File: src/rtl/bk_pipe_adder_pkg.sv
// bk_pkg: shared types and helpers for the pipelined Brent-Kung adder.
//   pg_t          generate/propagate pair for one bit or bit group
//   clog2         ceiling log2 usable in constant expressions
//   nlev          Brent-Kung prefix depth for a given width
//   ngroups       number of register-separated prefix groups
//   latency       accept-to-out_valid latency in cycles
//   black / grey  prefix combine cells (grey produces only a valid g)
package bk_pkg;

    typedef struct packed {
        logic g;
        logic p;
    } pg_t;

    function automatic int clog2(input int v);
        int r;
        r = 0;
        while ((1 << r) < v) r++;
        return r;
    endfunction

    function automatic int nlev(input int width);
        return 2 * clog2(width) - 1;
    endfunction

    function automatic int ngroups(input int width, input int reg_levels);
        return (nlev(width) + reg_levels - 1) / reg_levels;
    endfunction

    function automatic int latency(input int width, input int reg_levels);
        return 2 + ngroups(width, reg_levels);
    endfunction

    function automatic pg_t black(input pg_t hi, input pg_t lo);
        pg_t r;
        r.g = hi.g | (hi.p & lo.g);
        r.p = hi.p & lo.p;
        return r;
    endfunction

    // Used where the lower group already reaches bit 0: the result is a final
    // carry, so its group propagate is never consumed downstream.
    function automatic pg_t grey(input pg_t hi, input pg_t lo);
        pg_t r;
        r.g = hi.g | (hi.p & lo.g);
        r.p = hi.p;
        return r;
    endfunction

endpackage

File: src/rtl/bk_pipe_adder_if.sv
// bk_pipe_adder_if: operand/result streams of the pipelined adder.
//   in_*   operand beat (valid/ready), A, B, carry-in, subtract select, tag
//   out_*  result beat (valid/ready), sum, carry-out, signed overflow, tag
//   master: producer/consumer side   slave: adder side
interface bk_pipe_adder_if #(
    parameter int WIDTH = 16,
    parameter int TAG_W = 4
);
    logic             in_valid;
    logic             in_ready;
    logic [WIDTH-1:0] in_a;
    logic [WIDTH-1:0] in_b;
    logic             in_cin;
    logic             in_sub;
    logic [TAG_W-1:0] in_tag;
    logic             out_valid;
    logic             out_ready;
    logic [WIDTH-1:0] out_sum;
    logic             out_cout;
    logic             out_ovf;
    logic [TAG_W-1:0] out_tag;

    modport master (
        output in_valid, in_a, in_b, in_cin, in_sub, in_tag, out_ready,
        input  in_ready, out_valid, out_sum, out_cout, out_ovf, out_tag
    );

    modport slave (
        input  in_valid, in_a, in_b, in_cin, in_sub, in_tag, out_ready,
        output in_ready, out_valid, out_sum, out_cout, out_ovf, out_tag
    );
endinterface

File: src/rtl/bk_pipe_adder_prefix_level.sv
// bk_prefix_level: one combinational Brent-Kung prefix level.
//   pg_in   group generate/propagate per bit entering the level
//   pg_out  group generate/propagate per bit leaving the level
// Levels 0..LOG-1 form the up-sweep (span doubles each level); the remaining
// LOG-1 levels form the down-sweep that fills in the skipped positions.
module bk_prefix_level
    import bk_pkg::*;
#(
    parameter int WIDTH = 16,
    parameter int LEVEL = 0
) (
    input  pg_t [WIDTH-1:0] pg_in,
    output pg_t [WIDTH-1:0] pg_out
);
    localparam int LOG  = clog2(WIDTH);
    localparam bit UP   = LEVEL < LOG;
    localparam int D    = UP ? LEVEL : 2 * LOG - 2 - LEVEL;
    localparam int SPAN = 1 << D;

    for (genvar i = 0; i < WIDTH; i++) begin : g_bit
        if (UP && ((i + 1) % (2 * SPAN) == 0)) begin : g_up
            if (i + 1 == 2 * SPAN) begin : g_final
                assign pg_out[i] = grey(pg_in[i], pg_in[i - SPAN]);
            end else begin : g_group
                assign pg_out[i] = black(pg_in[i], pg_in[i - SPAN]);
            end
        end else if (!UP && ((i + 1) % (2 * SPAN) == SPAN) && (i >= 2 * SPAN)) begin : g_down
            assign pg_out[i] = grey(pg_in[i], pg_in[i - SPAN]);
        end else begin : g_pass
            assign pg_out[i] = pg_in[i];
        end
    end
endmodule

File: src/rtl/bk_pipe_adder.sv
// bk_pipe_adder: pipelined Brent-Kung adder/subtractor with valid/ready flow.
//   clk     rising-edge clock
//   rst_n   asynchronous active-low reset
//   bus     slave side of bk_pipe_adder_if:
//           in_valid/in_ready/in_a/in_b/in_cin/in_sub/in_tag operand beat,
//           out_valid/out_ready/out_sum/out_cout/out_ovf/out_tag result beat
// Stage 0 registers P/G, a register follows every REG_LEVELS prefix levels,
// and the final stage registers the result, giving latency(WIDTH, REG_LEVELS).
// The whole pipe advances on one global enable; bubbles are not collapsed.
module bk_pipe_adder
    import bk_pkg::*;
#(
    parameter int WIDTH      = 16,
    parameter int REG_LEVELS = 2,
    parameter int TAG_W      = 4
) (
    input logic             clk,
    input logic             rst_n,
    bk_pipe_adder_if.slave  bus
);
    localparam int NLEV = nlev(WIDTH);
    localparam int NGRP = ngroups(WIDTH, REG_LEVELS);

    // Reset asserts immediately but releases two clocks later, so no flop
    // leaves reset on an edge too close to the external deassertion.
    logic [1:0] rst_sync;
    logic       rst_ok;

    always_ff @(posedge clk or negedge rst_n) begin
        if (!rst_n) rst_sync <= 2'b00;
        else        rst_sync <= {rst_sync[0], 1'b1};
    end

    assign rst_ok = rst_sync[1];

    logic en;
    assign en           = !bus.out_valid || bus.out_ready;
    assign bus.in_ready = en && rst_ok;

    logic [WIDTH-1:0] b_eff;
    pg_t  [WIDTH-1:0] pg_in;

    assign b_eff = bus.in_b ^ {WIDTH{bus.in_sub}};

    // Carry-in is folded into bit 0 as G[-1], so the prefix tree itself
    // needs no extra position.
    always_comb begin
        for (int i = 0; i < WIDTH; i++) begin
            pg_in[i].g = bus.in_a[i] & b_eff[i];
            pg_in[i].p = bus.in_a[i] ^ b_eff[i];
        end
        pg_in[0].g = (bus.in_a[0] & b_eff[0]) | ((bus.in_a[0] ^ b_eff[0]) & bus.in_cin);
    end

    logic [NGRP:0]      v_q;
    logic [NGRP:0]      cin_q;
    pg_t  [WIDTH-1:0]   pg_q  [0:NGRP];
    logic [WIDTH-1:0]   p_q   [0:NGRP];
    logic [TAG_W-1:0]   tag_q [0:NGRP];
    pg_t  [WIDTH-1:0]   lv    [1:NLEV];

    // Each group starts from the register of the previous group.
    for (genvar l = 0; l < NLEV; l++) begin : g_lvl
        pg_t [WIDTH-1:0] src;
        if (l % REG_LEVELS == 0) begin : g_from_reg
            assign src = pg_q[l / REG_LEVELS];
        end else begin : g_from_lvl
            assign src = lv[l];
        end
        bk_prefix_level #(.WIDTH(WIDTH), .LEVEL(l)) u_lvl (
            .pg_in  (src),
            .pg_out (lv[l + 1])
        );
    end

    logic [WIDTH-1:0] c;
    logic [WIDTH-1:0] sum;
    logic             cout;
    logic [WIDTH-1:0] fin_p_unused;

    // Final group generates are the carries out of each bit position.
    always_comb begin
        c[0] = cin_q[NGRP];
        for (int i = 1; i < WIDTH; i++) c[i] = pg_q[NGRP][i - 1].g;
        for (int i = 0; i < WIDTH; i++) fin_p_unused[i] = pg_q[NGRP][i].p;
        sum  = p_q[NGRP] ^ c;
        cout = pg_q[NGRP][WIDTH - 1].g;
    end

    always_ff @(posedge clk or negedge rst_ok) begin
        if (!rst_ok) begin
            v_q   <= '0;
            cin_q <= '0;
            for (int s = 0; s <= NGRP; s++) begin
                pg_q[s]  <= '0;
                p_q[s]   <= '0;
                tag_q[s] <= '0;
            end
            bus.out_valid <= 1'b0;
            bus.out_sum   <= '0;
            bus.out_cout  <= 1'b0;
            bus.out_ovf   <= 1'b0;
            bus.out_tag   <= '0;
        end else if (en) begin
            v_q      <= {v_q[NGRP-1:0], bus.in_valid};
            cin_q    <= {cin_q[NGRP-1:0], bus.in_cin};
            pg_q[0]  <= pg_in;
            p_q[0]   <= bus.in_a ^ b_eff;
            tag_q[0] <= bus.in_tag;
            for (int s = 1; s <= NGRP; s++) begin
                pg_q[s]  <= lv[(s * REG_LEVELS < NLEV) ? s * REG_LEVELS : NLEV];
                p_q[s]   <= p_q[s - 1];
                tag_q[s] <= tag_q[s - 1];
            end
            bus.out_valid <= v_q[NGRP];
            bus.out_sum   <= sum;
            bus.out_cout  <= cout;
            bus.out_ovf   <= c[WIDTH - 1] ^ cout;
            bus.out_tag   <= tag_q[NGRP];
        end
    end
endmodule
File: src/flat_wrapper.sv
// flat-port wrapper written by rule: the top's interface ports become plain ports
module bk_pipe_adder_flat import bk_pkg::*;
#(
    parameter int WIDTH      = 16,
    parameter int REG_LEVELS = 2,
    parameter int TAG_W      = 4
)
  (clk, rst_n, bus_in_valid, bus_in_a, bus_in_b, bus_in_cin, bus_in_sub, bus_in_tag, bus_out_ready, bus_in_ready, bus_out_valid, bus_out_sum, bus_out_cout, bus_out_ovf, bus_out_tag);
  bk_pipe_adder_if #(.WIDTH(WIDTH), .TAG_W(TAG_W)) bus_i ();
  input logic clk;
  input logic rst_n;
  input wire logic [$bits(bus_i.in_valid)-1:0] bus_in_valid;
  input wire logic [$bits(bus_i.in_a)-1:0] bus_in_a;
  input wire logic [$bits(bus_i.in_b)-1:0] bus_in_b;
  input wire logic [$bits(bus_i.in_cin)-1:0] bus_in_cin;
  input wire logic [$bits(bus_i.in_sub)-1:0] bus_in_sub;
  input wire logic [$bits(bus_i.in_tag)-1:0] bus_in_tag;
  input wire logic [$bits(bus_i.out_ready)-1:0] bus_out_ready;
  output wire logic [$bits(bus_i.in_ready)-1:0] bus_in_ready;
  output wire logic [$bits(bus_i.out_valid)-1:0] bus_out_valid;
  output wire logic [$bits(bus_i.out_sum)-1:0] bus_out_sum;
  output wire logic [$bits(bus_i.out_cout)-1:0] bus_out_cout;
  output wire logic [$bits(bus_i.out_ovf)-1:0] bus_out_ovf;
  output wire logic [$bits(bus_i.out_tag)-1:0] bus_out_tag;
  assign bus_i.in_valid = bus_in_valid;
  assign bus_i.in_a = bus_in_a;
  assign bus_i.in_b = bus_in_b;
  assign bus_i.in_cin = bus_in_cin;
  assign bus_i.in_sub = bus_in_sub;
  assign bus_i.in_tag = bus_in_tag;
  assign bus_i.out_ready = bus_out_ready;
  assign bus_in_ready = bus_i.in_ready;
  assign bus_out_valid = bus_i.out_valid;
  assign bus_out_sum = bus_i.out_sum;
  assign bus_out_cout = bus_i.out_cout;
  assign bus_out_ovf = bus_i.out_ovf;
  assign bus_out_tag = bus_i.out_tag;
  bk_pipe_adder #(.WIDTH(WIDTH), .REG_LEVELS(REG_LEVELS), .TAG_W(TAG_W)) u_core (.clk(clk), .rst_n(rst_n), .bus(bus_i));
endmodule
File: config.mk
export PLATFORM = sky130hd
export DESIGN_NAME = bk_pipe_adder_flat
export DESIGN_NICKNAME = d
export VERILOG_FILES = /design/src/rtl/bk_pipe_adder_pkg.sv /design/src/rtl/bk_pipe_adder_if.sv /design/src/rtl/bk_pipe_adder_prefix_level.sv /design/src/rtl/bk_pipe_adder.sv /design/src/flat_wrapper.sv
export SDC_FILE = /design/constraint.sdc
export NUM_CORES = 1
export LEC_CHECK = 0
export CORE_ASPECT_RATIO = 0.8
export CORE_MARGIN = 3
export CORE_UTILIZATION = 53
export CTS_CLUSTER_SIZE = 24
export DETAILED_ROUTE_END_ITERATION = 8
export GPL_TIMING_DRIVEN = 0
export MAX_ROUTING_LAYER = met4
export PLACE_DENSITY = 0.76
export SYNTH_ARGS = -nofsm -noshare
export SYNTH_HDL_FRONTEND = slang
export SYNTH_SLANG_ARGS = --single-unit
File: constraint.sdc
create_clock -name clk -period 6.95 [get_ports clk]
set_input_delay 1.39 -clock clk [delete_from_list [all_inputs] [get_ports clk]]
set_output_delay 1.39 -clock clk [all_outputs]
set_load 0.01 [all_outputs]
==> impl_metrics.csv, run 1 <==
group,metric,value,unit
critical_path,crit_required,5560,ps
clock_tree,max-clock-path-buffers,3,
critical_path,worstSetupPathType,"in -> out",
clock_tree,worstSkewPairLatency,500,ps
synthesis,synthTopCellsByArea,"dfrtp_1 (62%), nand2_1 (23%), ha_1 (2.2%), xnor2_1 (1.6%), buf_2 (1.6%)",
critical_path,worstSetupStartpoint,"bus_out_ready",
die,chipHeight,123,um
synthesis,synth_common_cells,"nand2_1 (564), dfrtp_1 (225), buf_2 (29)",
placement,numPortBuffers,64,
global_route,grt_usage,23.7,%
critical_path,critPathMaxStageDelay,540,ps
sta,hold_viol_final,0,
global_route,grt_max_degree,73,
critical_path,worstPathArrival,3170,ps
die,initial_utilization,54.4,%
synthesis,synth_fp_nets,1041,
clock_tree,cts.clk_slew.worst_paths,60,ps
placement,dp_hpwl,14800,um
clock_tree,cts-resized-gates,0,
global_route,grt_pass1_vias,6454,
clock_tree,cts_tree,"yes",
die,die_width,152,um
drt,drt-pass1-iter-count,5,
synthesis,synth_top_area_share,62.3,%
sta,whs,345,ps
final_layout,area_delta_synth_final,19.3,%
final_layout,nets,1132,
die,ios,66,
synthesis,syn_avg_cell_area,9.19,um^2
critical_path,cp_cell_sequence,"clkdlybuf4s50_1 > nand2b_1 > buf_4 > buf_2 > and2_1 > clkdlybuf4s50_1",
worst_hold_path,min_path_type,"reg -> async",
synthesis,synthCells,983,
critical_path,endpoint_kind,"output pin",
critical_path,cpMostUsedCell,"clkdlybuf4s50_1",
sta,final.setup.tns,0,ps
critical_path,reg2reg_from,"u_core.bus.out_valid",
sta,fmax,219,MHz
sta,relSlewSlack,54.8,%
synthesis,async_flop_share,100,%
clock_tree,cts-hold-fix-buffers,0,
sta,rsz0062_at_grt,"no",
pwr,powerDensity,449,nW/um^2
sta,finalCriticalPeriod,4560,ps
global_route,grt_pass1_wl,33800,um
drt,drc,0,
pwr,peakVddDrop,171,uV
synthesis,ys_seq_area_share,62.3,%
final_layout,diodes,0,
final_layout,fin_util,64.9,%
global_route,grt-ovfl-total,0,
synthesis,synth_flop_cell,"dfrtp_1",
placement,gp_congestion,0.879,
critical_path,cp_max_fo,10,
outcome,status,"finished, final reports clean",
sta,setup_violations,0,
critical_path,critPathTopFamily,"buffers and inverters",
sta,slew_violations,0,
drt,dr.first_iter.drc_count,489,
synthesis,synth_top_area_cell,"dfrtp_1",
synthesis,synthDistinctLibCells,24,
synthesis,syn_area,9030,um^2
drt,wl,21000,um
clock_tree,cts_setup_buffers,0,
sta,period_share,65.6,%
job,cap_violations,0,
die,die_area,18700,um^2
synthesis,ys_ff_latch,225,
pwr,p_leak,5.58,nW
die,coreArea,16600,um^2
drt,vias_per_cell,5.07,
sta,tightest_slew,677,ps
clock_tree,clock_sinks,225,
global_route,antenna_found_initial,0,
synthesis,synth_most_common_cell,"nand2_1",
synthesis,synth_edf_count,0,
drt,postRouteAntennaNets,0,
critical_path,crit_slowest_cell,"clkdlybuf4s50_1",
synthesis,yosysWarnings,0,
clock_tree,cts-root-buf,"clkbuf_16",
pwr,power,0.00483,W
critical_path,start_kind,"input pin",
critical_path,critPathBufInv,4,
die,rows,42,
drt,vias,6629,
sta,skew,7.08,ps
final_layout,layout-drive-gt1-share,7.81,%
clock_tree,cts_buffers,22,
drt,drt-wirelength-per-cell,16.0,um
clock_tree,h-tree-depth,1,
==> placed cells by master (no fill, tap or decap), drive strengths merged <==
cell type and n:
xor2 16, and3 1, conb 1, nand2 564
and2 1, dfrtp 225, nor2b 1, buf 50
bufinv 1, nand2b 2, nand3 2, a31oi 5
a32o 1, nand3b 5, clkbuf 40, a21o 2
clkinv 1, nand4 2, clkinvlp 1, xnor2 17
clkdlybuf4s50 64, ha 16, nor2 14, o21ai 29
a21oi 27
==> where the power goes <==
part	switching [W]	internal [W]	total, W
clock	0.000476	0.000724	0.00120
sequential	0.000417	0.00188	0.00230
combinational	0.000765	0.000568	0.00133
total	0.00166	0.00318	0.00483
==> kinds of logic after synthesis <==
group	Yosys count	share of synthesized area [%]
and+or+nand+nor	592	25.0
adders and majority gates	16	2.22
DFF	225	62.3
buffers and inverters	52	3.44
xor gates and xnor gates	33	3.20
other	1	0.0415
AOI/OAI and AO/OA	64	3.73
==> path summary, 6_finish.rpt <==
kind / cells past startpoint / slack, ps / to
min: 0 / 350 / u_core.bus.out_sum[15]
max reg2reg: 4 / 5320 / u_core.g_lvl[0].src[1]
min reg2reg: 0 / 350 / u_core.bus.out_sum[15]
max: 6 / 2390 / bus_in_ready
min in group clk: 0 / 360 / u_core.rst_sync[1]
max in group asynchronous: 2 / 5580 / u_core.g_lvl[0].src[19]
==> routing by layer <==
| metal | share of wire, % | routed length (um) | GRT usage, % |
|---|---|---|---|
| met5 | 0 | 0 | - |
| met4 | 2.5 | 514 | 6.51 |
| met3 | 6.2 | 1310 | 3.95 |
| met2 | 45 | 9410 | 36.6 |
| met1 | 46 | 9730 | 33.2 |
==> final cells by class <==
| class | count | area [um^2] |
|---|---|---|
| Multi-Input combinational cell | 706 | 3090 |
| Tap cell | 220 | 275 |
| Fill cell | 1415 | 5830 |
| Buffer | 52 | 310 |
| Sequential cell | 225 | 5630 |
| Clock inverter | 3 | 42.5 |
| Timing Repair Buffer | 67 | 723 |
| Clock buffer | 35 | 701 |
==> worst reg2reg max path, cell delays in order (launching register included) <==
cell	delay, ps
dfrtp_1	450
nor2b_1	150
buf_2	180
clkbuf_1	520
o21ai_1	180
==> stage by stage <==
stage | setup slack, ps | instance area [um^2] | instances
2_1_floorplan | 2200 | 9030 | 983
3_3_place_gp | 704 | 9950 | 1267
3_5_place_dp | 2400 | 10000 | 1270
4_1_cts | 2390 | 10800 | 1308
5_1_grt | 2340 | 10800 | 1308
6_report | 2390 | 10800 | 1308
==> state kept, by name, summed over array words and instances, names as in the netlist <==
register,count
u_core.p_q,80
u_core.g_lvl.src,74
u_core.tag_q,20
u_core.bus.out_sum,16
u_core.c,15
u_core.cin_q,5
u_core.v_q,5
u_core.bus.out_tag,4
u_core.rst_sync,2
u_core.bus.out_cout,1
u_core.bus.out_ovf,1
u_core.bus.out_valid,1
u_core.cout,1
(Power assumes the default switching activity.)
==> inputs of run 2 (changes only) <==
--- a/config.mk
+++ b/config.mk
@@ -7,12 +7,12 @@
 export LEC_CHECK = 0
 export CORE_ASPECT_RATIO = 0.8
 export CORE_MARGIN = 3
-export CORE_UTILIZATION = 53
+export CORE_UTILIZATION = 58
 export CTS_CLUSTER_SIZE = 24
 export DETAILED_ROUTE_END_ITERATION = 8
 export GPL_TIMING_DRIVEN = 0
 export MAX_ROUTING_LAYER = met4
-export PLACE_DENSITY = 0.76
+export PLACE_DENSITY = 0.79
 export SYNTH_ARGS = -nofsm -noshare
 export SYNTH_HDL_FRONTEND = slang
 export SYNTH_SLANG_ARGS = --single-unit
==> constraint.sdc (replaced) <==
create_clock -name clk -period 4.6 [get_ports clk]
set_input_delay 0.92 -clock clk [delete_from_list [all_inputs] [get_ports clk]]
set_output_delay 0.92 -clock clk [all_outputs]
set_load 0.01 [all_outputs]
==> impl_metrics.csv, run 2 (synthesized netlist as in run 1, its figures left out) <==
group,metric,value,unit
sta,skew,9.62,ps
job,cap_violations,0,
placement,dp_hpwl,14800,um
global_route,grt_usage,26.0,%
critical_path,crit_slowest_cell,"clkdlybuf4s50_1",
critical_path,reg2reg_to,"u_core.bus.out_sum[15]",
drt,drt-wirelength-per-cell,16.3,um
pwr,powerDensity,679,nW/um^2
final_layout,multiInputGateArea,3090,um^2
sta,fmax,277,MHz
critical_path,worstSetupStartpoint,"bus_out_ready",
die,ios,66,
global_route,grt_pass1_wl,34400,um
placement,pre_cts_slack,1010,ps
sta,relSlewSlack,53.4,%
clock_tree,cts-resized-gates,0,
clock_tree,cts_setup_buffers,0,
sta,finalCriticalPeriod,3620,ps
clock_tree,cts.clk_slew.worst_paths,60,ps
final_layout,regArea,5630,um^2
clock_tree,clock_sinks,225,
drt,vias_per_cell,5.19,
pwr,p_leak,5.58,nW
clock_tree,cts-root-buf,"clkbuf_16",
die,chipHeight,118,um
die,die_width,146,um
drt,wl,21200,um
critical_path,cp_max_fo,10,
final_layout,largest_reg_flops,80,
final_layout,regMostFlops,"u_core.p_q",
global_route,grt_pass1_vias,6667,
clock_tree,max-clock-path-buffers,3,
final_layout,layout_common_cells,"nand2_1 (564), dfrtp_1 (224), clkdlybuf4s50_1 (64)",
clock_tree,worstSkewPairLatency,510,ps
pwr,peakVddDrop,359,uV
global_route,antenna_found_initial,1,
critical_path,cpMostUsedCell,"clkdlybuf4s50_1",
global_route,grt-ovfl-total,0,
pwr,power,0.00730,W
placement,post_dp_cell_area,10000,um^2
critical_path,endpoint_kind,"output pin",
global_route,grt_max_degree,57,
critical_path,reg2reg_slack,2890,ps
drt,dr.first_iter.drc_count,547,
die,rows,40,
sta,final.setup.tns,0,ps
sta,layout_setup_ws,985,ps
final_layout,area_delta_synth_final,19.1,%
drt,drc,0,
clock_tree,cts-hold-fix-buffers,0,
final_layout,fillers,1191,
sta,rsz0062_at_grt,"no",
clock_tree,cts_buffers,22,
critical_path,start_kind,"input pin",
critical_path,reg2regPathDepth,4,
final_layout,nets,1133,
placement,gp_congestion,0.905,
critical_path,critPathMaxStageDelay,530,ps
outcome,status,"finished, final reports clean",
final_layout,layout-drive-gt1-share,7.90,%
placement,numPortBuffers,64,
critical_path,reg2reg_from,"u_core.bus.out_valid",
critical_path,cp_cell_sequence,"clkdlybuf4s50_1 > nand2b_1 > buf_4 > buf_2 > and2_1 > clkdlybuf4s50_1",
sta,hold_viol_final,0,
die,die_area,17100,um^2
critical_path,worstSetupPathType,"in -> out",
final_layout,final_area,10800,um^2
critical_path,crit_required,3680,ps
critical_path,worstPathArrival,2700,ps
sta,setup_violations,0,
drt,vias,6750,
clock_tree,cts_tree,"yes",
sta,whs,297,ps
sta,period_share,78.6,%
die,coreArea,15100,um^2
drt,drt-pass1-iter-count,6,
final_layout,final_common_cell,"nand2_1",
die,initial_utilization,59.8,%
sta,tightest_slew,699,ps
drt,postRouteAntennaNets,0,
clock_tree,h-tree-depth,1,
sta,slew_violations,0,
worst_hold_path,min_path_type,"reg -> async",
## run 2: changes by cell type in the layout (fill, tap and decap cells not counted)
cell / delta
clkbuf_8: -6
clkinv_2: +4
buf_12: +2
buf_16: -1
bufinv_16: +1
clkinvlp_4: +1
diode_2: +1
## run 2: how the worst max path moves through the flow
stage	end	slack (ps)	cells after the start
floorplan	bus_in_ready	320	1
global placement	bus_in_ready	-1070	2
detailed placement	bus_in_ready	1010	6
CTS	bus_in_ready	1000	6
global route	bus_in_ready	880	6
finish	bus_in_ready	980	6
## run 2: through the flow
step / util, % / std cells
2_1_floorplan: - / 983
3_3_place_gp: 65.7 / 1257
3_5_place_dp: 66.4 / 1261
4_1_cts: 71.1 / 1299
5_1_grt: 71.2 / 1300
6_report: 71.2 / 1300
## run 2: area by class of cell
cell class / instances / area share (%)
sequential: 225 / 52.4
multi-input combinational: 706 / 28.7
timing repair buffer: 68 / 6.84
clock buffer: 29 / 5.75
buffer: 52 / 2.89
tap: 210 / 2.44
clock inverter: 9 / 0.931
antenna: 1 / 0.0233
## run 2: per-layer routing
metal	track usage, %	up-vias	part of all wire (%)
met1	37.5	3242	46
met4	8.54	0	3.1
met3	3.50	48	6.3
met5	-	-	0
met2	38.8	227	45
li1	-	3233	-
## run 2: power by group
group          internal [W]  switching [W]  leakage (nW)
combinational      0.000859        0.00118          2.43
clock               0.00106       0.000745         0.351
sequential          0.00285       0.000621          2.80
## run 2: worst max-delay path, delay by kind of cell
family | cells | cell delay (ps)
simple gates | 2 | 300
buf+inv | 4 | 1470
